[src/rtl/mips_pkg.sv]
// Shared MIPS core definitions: PC increment, NOP encoding, next-PC select codes
// and the fetch-stage state encoding.
package mips_pkg;

    localparam int unsigned PC_INC    = 4;
    localparam logic [31:0] NOP_INSTR = 32'h0000_0000;

    typedef enum logic [1:0] {
        PCSRC_SEQ = 2'd0,
        PCSRC_BR  = 2'd1,
        PCSRC_JMP = 2'd2
    } pcsrc_e;

    typedef enum logic [1:0] {
        IDLE  = 2'd0,
        FETCH = 2'd1,
        HOLD  = 2'd2
    } fetch_state_e;

endpackage

[src/rtl/mux_2bit.sv]
// Four-input multiplexer with a 2-bit select; used for next-PC target selection.
module mux_2bit #(
    parameter int BITS = 31
) (
    input  logic [1:0]    i_sel,
    input  logic [BITS:0] i_a,
    input  logic [BITS:0] i_b,
    input  logic [BITS:0] i_c,
    input  logic [BITS:0] i_d,
    output logic [BITS:0] o_y
);

    always_comb begin
        o_y = i_a;
        case (i_sel)
            2'd0:    o_y = i_a;
            2'd1:    o_y = i_b;
            2'd2:    o_y = i_c;
            default: o_y = i_d;
        endcase
    end

endmodule

[src/rtl/pc_fetch_stage.sv]
// IF stage: program counter, instruction-memory req/ready handshake, hold buffer
// and IF/ID register. Build option FETCH_STALL_COUNT_EN enables the memory-wait counter.
module pc_fetch_stage
    import mips_pkg::*;
#(
    parameter int            BITS     = 31,
    parameter logic [BITS:0] RESET_PC = 32'h0000_0000
) (
    input  logic          clk,
    input  logic          rst_n,
    input  logic [1:0]    pc_src,
    input  logic [BITS:0] branch_target,
    input  logic [BITS:0] jump_target,
    input  logic          stall,
    output logic          imem_req,
    output logic [BITS:0] imem_addr,
    input  logic          imem_ready,
    input  logic [BITS:0] imem_rdata,
    output logic          if_valid,
    output logic [BITS:0] if_pc,
    output logic [BITS:0] if_pc_plus4,
    output logic [BITS:0] if_instr,
    output logic [31:0]   perf_wait_cycles
);

    localparam logic [BITS:0] W_INC = (BITS+1)'(PC_INC);
    localparam logic [BITS:0] W_NOP = (BITS+1)'(NOP_INSTR);

    fetch_state_e  r_state, w_state_next;
    logic [BITS:0] r_pc, w_pc_next;
    logic          r_kill, w_kill_next;
    logic [BITS:0] r_kill_addr, w_kill_addr_next;
    logic [BITS:0] r_hold_instr, w_hold_instr_next;
    logic          r_if_valid, w_if_valid_next;
    logic [BITS:0] r_if_pc, w_if_pc_next;
    logic [BITS:0] r_if_pc_plus4, w_if_pc_plus4_next;
    logic [BITS:0] r_if_instr, w_if_instr_next;

    logic [BITS:0] w_pc_plus4;
    logic [BITS:0] w_mux_y;
    logic [BITS:0] w_target;
    logic          w_redirect;

    assign w_pc_plus4 = r_pc + W_INC;
    assign w_redirect = (pc_src != PCSRC_SEQ);

    mux_2bit #(
        .BITS (BITS)
    ) u_next_pc_mux (
        .i_sel (pc_src),
        .i_a   (w_pc_plus4),
        .i_b   (branch_target),
        .i_c   (jump_target),
        .i_d   (jump_target),
        .o_y   (w_mux_y)
    );

    // Redirect targets are always word aligned.
    assign w_target = {w_mux_y[BITS:2], 2'b00};

    always_ff @(posedge clk or negedge rst_n) begin
        if (!rst_n) begin
            r_state       <= IDLE;
            r_pc          <= RESET_PC;
            r_kill        <= 1'b0;
            r_kill_addr   <= '0;
            r_hold_instr  <= '0;
            r_if_valid    <= 1'b0;
            r_if_pc       <= '0;
            r_if_pc_plus4 <= '0;
            r_if_instr    <= '0;
        end else begin
            r_state       <= w_state_next;
            r_pc          <= w_pc_next;
            r_kill        <= w_kill_next;
            r_kill_addr   <= w_kill_addr_next;
            r_hold_instr  <= w_hold_instr_next;
            r_if_valid    <= w_if_valid_next;
            r_if_pc       <= w_if_pc_next;
            r_if_pc_plus4 <= w_if_pc_plus4_next;
            r_if_instr    <= w_if_instr_next;
        end
    end

    always_comb begin
        w_state_next       = r_state;
        w_pc_next          = r_pc;
        w_kill_next        = r_kill;
        w_kill_addr_next   = r_kill_addr;
        w_hold_instr_next  = r_hold_instr;
        w_if_valid_next    = r_if_valid;
        w_if_pc_next       = r_if_pc;
        w_if_pc_plus4_next = r_if_pc_plus4;
        w_if_instr_next    = r_if_instr;
        imem_req           = 1'b0;

        // When ID is not stalled it consumes IF/ID, so a bubble is the default refill.
        if (w_redirect || !stall) begin
            w_if_valid_next = 1'b0;
            w_if_instr_next = W_NOP;
        end

        case (r_state)
            IDLE: begin
                w_state_next = FETCH;
                if (w_redirect) begin
                    w_pc_next = w_target;
                end
            end

            FETCH: begin
                imem_req = 1'b1;
                if (r_kill) begin
                    // Outstanding word belongs to a squashed path; drop it on return.
                    if (imem_ready) begin
                        w_kill_next = 1'b0;
                    end
                    if (w_redirect) begin
                        w_pc_next = w_target;
                    end
                end else if (w_redirect) begin
                    w_pc_next = w_target;
                    if (!imem_ready) begin
                        w_kill_next      = 1'b1;
                        w_kill_addr_next = r_pc;
                    end
                end else if (imem_ready && !stall) begin
                    w_if_valid_next    = 1'b1;
                    w_if_pc_next       = r_pc;
                    w_if_pc_plus4_next = w_pc_plus4;
                    w_if_instr_next    = imem_rdata;
                    w_pc_next          = w_pc_plus4;
                end else if (imem_ready) begin
                    w_hold_instr_next = imem_rdata;
                    w_state_next      = HOLD;
                end
            end

            HOLD: begin
                if (w_redirect) begin
                    w_pc_next         = w_target;
                    w_hold_instr_next = '0;
                    w_state_next      = FETCH;
                end else if (!stall) begin
                    w_if_valid_next    = 1'b1;
                    w_if_pc_next       = r_pc;
                    w_if_pc_plus4_next = w_pc_plus4;
                    w_if_instr_next    = r_hold_instr;
                    w_pc_next          = w_pc_plus4;
                    w_hold_instr_next  = '0;
                    w_state_next       = FETCH;
                end
            end

            default: begin
                w_state_next = IDLE;
            end
        endcase
    end

    // While a killed request is outstanding the bus keeps the original address.
    assign imem_addr   = r_kill ? r_kill_addr : r_pc;
    assign if_valid    = r_if_valid;
    assign if_pc       = r_if_pc;
    assign if_pc_plus4 = r_if_pc_plus4;
    assign if_instr    = r_if_instr;

`ifdef FETCH_STALL_COUNT_EN
    logic [31:0] r_perf_wait;

    always_ff @(posedge clk or negedge rst_n) begin
        if (!rst_n) begin
            r_perf_wait <= '0;
        end else if (imem_req && !imem_ready && (r_perf_wait != 32'hFFFF_FFFF)) begin
            r_perf_wait <= r_perf_wait + 32'd1;
        end
    end

    assign perf_wait_cycles = r_perf_wait;
`else
    assign perf_wait_cycles = 32'h0000_0000;
`endif

endmodule

[config.mk]
export PLATFORM = sky130hd
export DESIGN_NAME = pc_fetch_stage
export DESIGN_NICKNAME = d
export VERILOG_FILES = /design/src/rtl/mips_pkg.sv /design/src/rtl/mux_2bit.sv /design/src/rtl/pc_fetch_stage.sv
export SDC_FILE = /design/constraint.sdc
export NUM_CORES = 1
export LEC_CHECK = 0
export CORE_UTILIZATION = 35
export DETAILED_ROUTE_END_ITERATION = 8
export MAX_ROUTING_LAYER = met4
export PLACE_DENSITY = 0.64
export SYNTH_ARGS = -nofsm -noshare
export SYNTH_HDL_FRONTEND = slang
export SYNTH_SLANG_ARGS = --single-unit
[constraint.sdc]
create_clock -name clk -period 4.85 [get_ports clk]
set_clock_uncertainty 0.2 [all_clocks]
set_input_delay 0.7275 -clock clk [delete_from_list [all_inputs] [get_ports clk]]
set_output_delay 0.7275 -clock clk [all_outputs]
set_load 0.01 [all_outputs]
# Yosys cells after proc, flatten, opt, wreduce, memory -nomap -nowiden
# Cells that the tools add are included.
# Widths: inputs -> output; s select.
dict set report word_totals {
  input_bits 102
  reg_bits 196
  out_inout_bits 162
}
dict set report op_classes {
  n_reduce_logical 13
  addsub 1
  mux 51
  n_bitwise 2
  n_eq_ne 12
}
# cell count
set ops {}
lappend ops {{$mux 32} 27}
lappend ops {{$pmux 32 s2} 5}
lappend ops {{$pmux 32 s3} 1}
lappend ops {{$add 32x3->32 const B} 1}
lappend ops {{$ne 2x2->1 const B} 7}
lappend ops {{$mux 2} 6}
lappend ops {{$reduce_and 6->1} 2}
lappend ops {{$mux 1} 10}
lappend ops {{$pmux 2 s3} 1}
lappend ops {{$reduce_and 5->1} 1}
lappend ops {{$eq 2x1->1 const B} 2}
lappend ops {{$logic_not 2->1} 2}
lappend ops {{$ne 4x4->1 const B} 1}
lappend ops {{$reduce_and 4->1} 1}
lappend ops {{$reduce_bool 2->1} 2}
lappend ops {{$ne 3x3->1 const B} 1}
lappend ops {{$reduce_and 3->1} 1}
lappend ops {{$reduce_bool 3->1} 1}
lappend ops {{$eq 2x2->1 const B} 1}
lappend ops {{$not 1->1} 2}
lappend ops {{$pmux 1 s2} 1}
lappend ops {{$logic_and 1x1->1} 1}
lappend ops {{$logic_not 1->1} 1}
lappend ops {{$logic_or 1x1->1} 1}

# Logic depth before layout (Yosys ltp)
dict set report logic_depth {
  word_depth 7
  mapped_depth 10
}

# Hierarchy
# From an unflattened synthesis, not the netlist that was laid out.
dict set report unflattened {
  cells_unflattened 950
  hier_area_um2 10533.9
}
# mod cells_each seq_area_each_um2 area_per_inst_um2 n_inst
set by_module_without_submodules {}
lappend by_module_without_submodules {pc_fetch_stage 911 4854.7 9719.3 1}
lappend by_module_without_submodules {mux_2bit 39 0.0 814.5 1}

# Least setup slack after synthesis
# OpenSTA, ideal clock, no wires.
dict set report synth_path {
  kind {input port to flip-flop}
  from {in pc_src[0]}
  to {reg r_if_pc[12] (netlist: if_pc[12])}
  stages 7
  arrival_ns 2.128
  setup_slack_ns 2.394
  setup_ns 0.127
  path_buffers 4
  cell_sequence {buf_2 -> or2_1 -> buf_2 -> a211o_1 -> buf_2 -> buf_6 -> mux2_1}
}
dict set report synth_via {
  elab_chain_len 3
  elab_cells_between_ends 4
  cone_classes {eq/ne: 2; reduce/logical: 2}
}
# item line
set synth_rtl {}
lappend synth_rtl {{start, declared} pc_fetch_stage.sv:11} ;# input logic [1:0] pc_src,
lappend synth_rtl {{$reduce_bool 2->1 *} pc_fetch_stage.sv:45} ;# assign w_redirect = (pc_src != PCSRC_SEQ);
lappend synth_rtl {{$ne 2x2->1 (no line)} n/a}
lappend synth_rtl {{$reduce_and 6->1 (no line) *} n/a}
lappend synth_rtl {{end signal, assigned} pc_fetch_stage.sv:79} ;# r_if_pc <= w_if_pc_next;
lappend synth_rtl {{end, declared} pc_fetch_stage.sv:35} ;# logic [BITS:0] r_if_pc, w_if_pc_next;
# Every way passes the cells marked *; elsewhere a longest branch is shown, timed or not.
# A chain may end at the register's enable or synchronous reset.

# Worst setup path after layout
dict set report layout_path {
  from {reg r_kill}
  to {out imem_addr[0]}
}
dict set report layout_via {
  elab_chain_len 1
}
# item line
set layout_rtl {}
lappend layout_rtl {{start, declared} pc_fetch_stage.sv:31} ;# logic r_kill, w_kill_next;
lappend layout_rtl {{start signal, assigned} pc_fetch_stage.sv:75} ;# r_kill <= w_kill_next;
lappend layout_rtl {{$mux 32} pc_fetch_stage.sv:162} ;# assign imem_addr = r_kill ? r_kill_addr : r_pc;
lappend layout_rtl {{end, declared} pc_fetch_stage.sv:16} ;# output logic [BITS:0] imem_addr,
# Every way passes these cells.

==> flow_summary.ini <==
[worst_setup_path]
r2r_slack_ps = 1620
cp-start-kind = register
critPathTopFamily = flip-flops
reg2reg_from = r_kill
arrival_ps = 2380
cp-end-kind = output port
worstRegToRegCells = 4
setup.worst_path.class = register to output port
cp_num_buf_inv = 1
r2r-end = r_kill_addr[3]
crit_path_top_delay_cell = dfrtp_2
cp_max_fo = 41
cp.required_ps = 3920
cpPeakStageDelay_ps = 1010
crit_chain = mux2_2, clkdlybuf4s50_1
cp_num_cells = 2

[routing]
firstDrtPassIters = 8
drt_iter0_drc = 687
drt-total-wl_mm = 31.5
vias_per_cell = 5.33
drc = 0
ant_nets = 0
dr_total_vias = 8582
wl_per_cell_microns = 19.6

[pwr]
power.leakage_nw = 5.48
finalPower_mw = 7.28
irDropWorstVdd_mv = 0.220
pwr_density_cell_nw_per_um2 = 554

[grt]
grt_use_met2_pct = 34.8
antenna_found_initial = 4
grt_max_degree = 86
grt_util_met3_pct = 7.10
grt_overflow = 0
grt_use_met1_pct = 27.0
grt_busiest_layer = met2
grt_pass1_vias = 8254
grt_usage_pct = 21.9
grt_pass1_wl_mm = 47.7

[clock_tree]
h-tree-depth = 4
clk_pin_slew_worst_paths_ps = 80
cts_tree = done
cts_buffer_depth = 2
cts_sinks = 194
hold_buffers = 0
clk_latency_ps = 440
post_cts_buffers = 0
cts-resized-gates = 0
cts_root_buf = clkbuf_16
cts_made_buffers = 17

[floorplan]
die_area_sq_um = 29700
num_rows = 61
floorplan.initialDensity_pct = 36.0
die-height_microns = 172
num_io_pins = 264
fp.coreArea_sq_um = 28200
die_w_microns = 172

[timing]
hold_violations = 0
tns_ps = 0
setup_viol = 0
max-slew-margin-rel_pct = 34.4
slew_violations = 0
period_needed_ps = 3310
fmax_ghz = 0.302
worst_pin_slew_ps = 984
min_period_over_period_pct = 68.2
rsz0062_at_grt = no

[logic_synthesis]
synth_edf_count = 0
yosysMostFrequentCell = dfrtp_1
ys_top_cells_by_area = dfrtp_1 (48%), mux2_2 (7.9%), nand2_1 (6.1%), o21ai_0 (5.4%), a22oi_1 (2.8%)
synthesis.area_sq_um = 10100
yosysSeqAreaShare_pct = 47.8
postSynthAreaPerCell_sq_um = 9.70
synthArstFlopShare_pct = 100
yosysTopAreaCell = dfrtp_1
ys_seq_elements = 194
ys_types = 72
syn-instance-count = 1046
synthFlopType = dfrtp_1
yosysWarnings = 0
synth.top_cell.area_share_pct = 47.8
synth_common_cells = dfrtp_1 (194), nand2_1 (165), o21ai_0 (110), mux2_2 (71), clkbuf_1 (55)

[job]
maxCapViolations = 0

[place]
dp_hpwl_mm = 21.9
placed_area_sq_um = 12500
dpl.cell_count = 1574
io_buffers = 227
gp_congestion = 0.933

[finish]
area_delta_synth_final_pct = 29.6
drive_gt1_share_pct = 11.6
fin_area_sq_um = 13200
fillers = 2634
final_cells = 1610
nets = 1322

[hold_path]
worstHoldPathType = input port to asynchronous set/reset pin

[outcome]
status = completed
## worst max-delay path by stage
stage              start              to
3_3_place_gp   pc_src[1]  r_kill_addr[0]
3_5_place_dp   pc_src[1]  r_kill_addr[3]
4_1_cts           r_kill   imem_addr[12]
5_1_grt           r_kill  r_kill_addr[7]
6_report          r_kill    imem_addr[0]
2_1_floorplan  pc_src[0]       if_pc[12]
## per-stage QoR
step                      setup WS (ps)  hold WS (ps)  utilization (%)
after CTS                          1500           113             46.7
after global placement             1120           260             44.5
after detailed placement           1110           271             44.5
final                              1540          88.3             46.7
after global routing               1380           123             46.7
after floorplan                    2390           232                -
## cells by family (layout without fill, tap and decap cells)
group	count (synthesis)	count (layout)	share of synthesized area [%]
flip-flops	194	194	47.8
buffers and inverters	139	290	7.07
XOR/XNOR	27	27	2.33
other	1	36	0.0370
multiplexers	91	91	10.1
AO/OA/AOI/OAI	284	284	17.7
adder cells (fa/ha/maj)	5	5	0.617
AND/OR/NAND/NOR	305	305	14.4
## power by group
| group | internal [mW] | leakage, nW | switching [mW] |
|---|---|---|---|
| Sequential | 2.20 | 2.51 | 0.646 |
| Combinational | 1.53 | 2.68 | 1.45 |
| Clock | 0.701 | 0.287 | 0.747 |
| Total | 4.44 | 5.48 | 2.85 |
## cell usage in the layout (no fill, tap or decap), drive strengths merged, types with 18 or more instances in the layout
master,instances
a21oi,33
a22oi,38
buf,20
clkbuf,18
clkdlybuf4s50,226
conb,32
dfrtp,194
mux2,88
nand2,166
nor2,29
nor3,27
o21ai,132
xnor2,20
## registers in the layout, summed over array words and instances, names as in the netlist
signal / count
r_kill_addr: 32
if_valid: 1
r_kill: 1
if_pc: 32
if_instr: 32
r_hold_instr: 32
if_pc_plus4: 30
r_state: 2
r_pc: 32
## metal layers
layer / vias to the layer above / share of wire, %
met2: 367 / 46
li1: 4003 / -
met5: - / 0
met1: 4170 / 42
met3: 42 / 9.6
met4: 0 / 1.8
## final cells by class
class,instances,area [sq um],share of cell area (%)
multi-input cells,744,4710,35.8
well taps,378,473,3.60
inverters,11,41.3,0.314
diodes,4,10.0,0.0761
clock inverters,15,181,1.38
flip-flops and latches,194,4860,36.9
repair buffers,247,2450,18.6
clock buffers,17,425,3.23
## worst reg2reg max path, delay by kind of cell, from the launching register on
| kind | cells | cell delay (ps) |
|---|---|---|
| buffers and inverters | 1 | 400 |
| AND/OR/NAND/NOR | 2 | 1140 |
| flip-flops | 1 | 1010 |
| multiplexers | 1 | 390 |
Note: power is estimated with default switching activity, not from simulation.
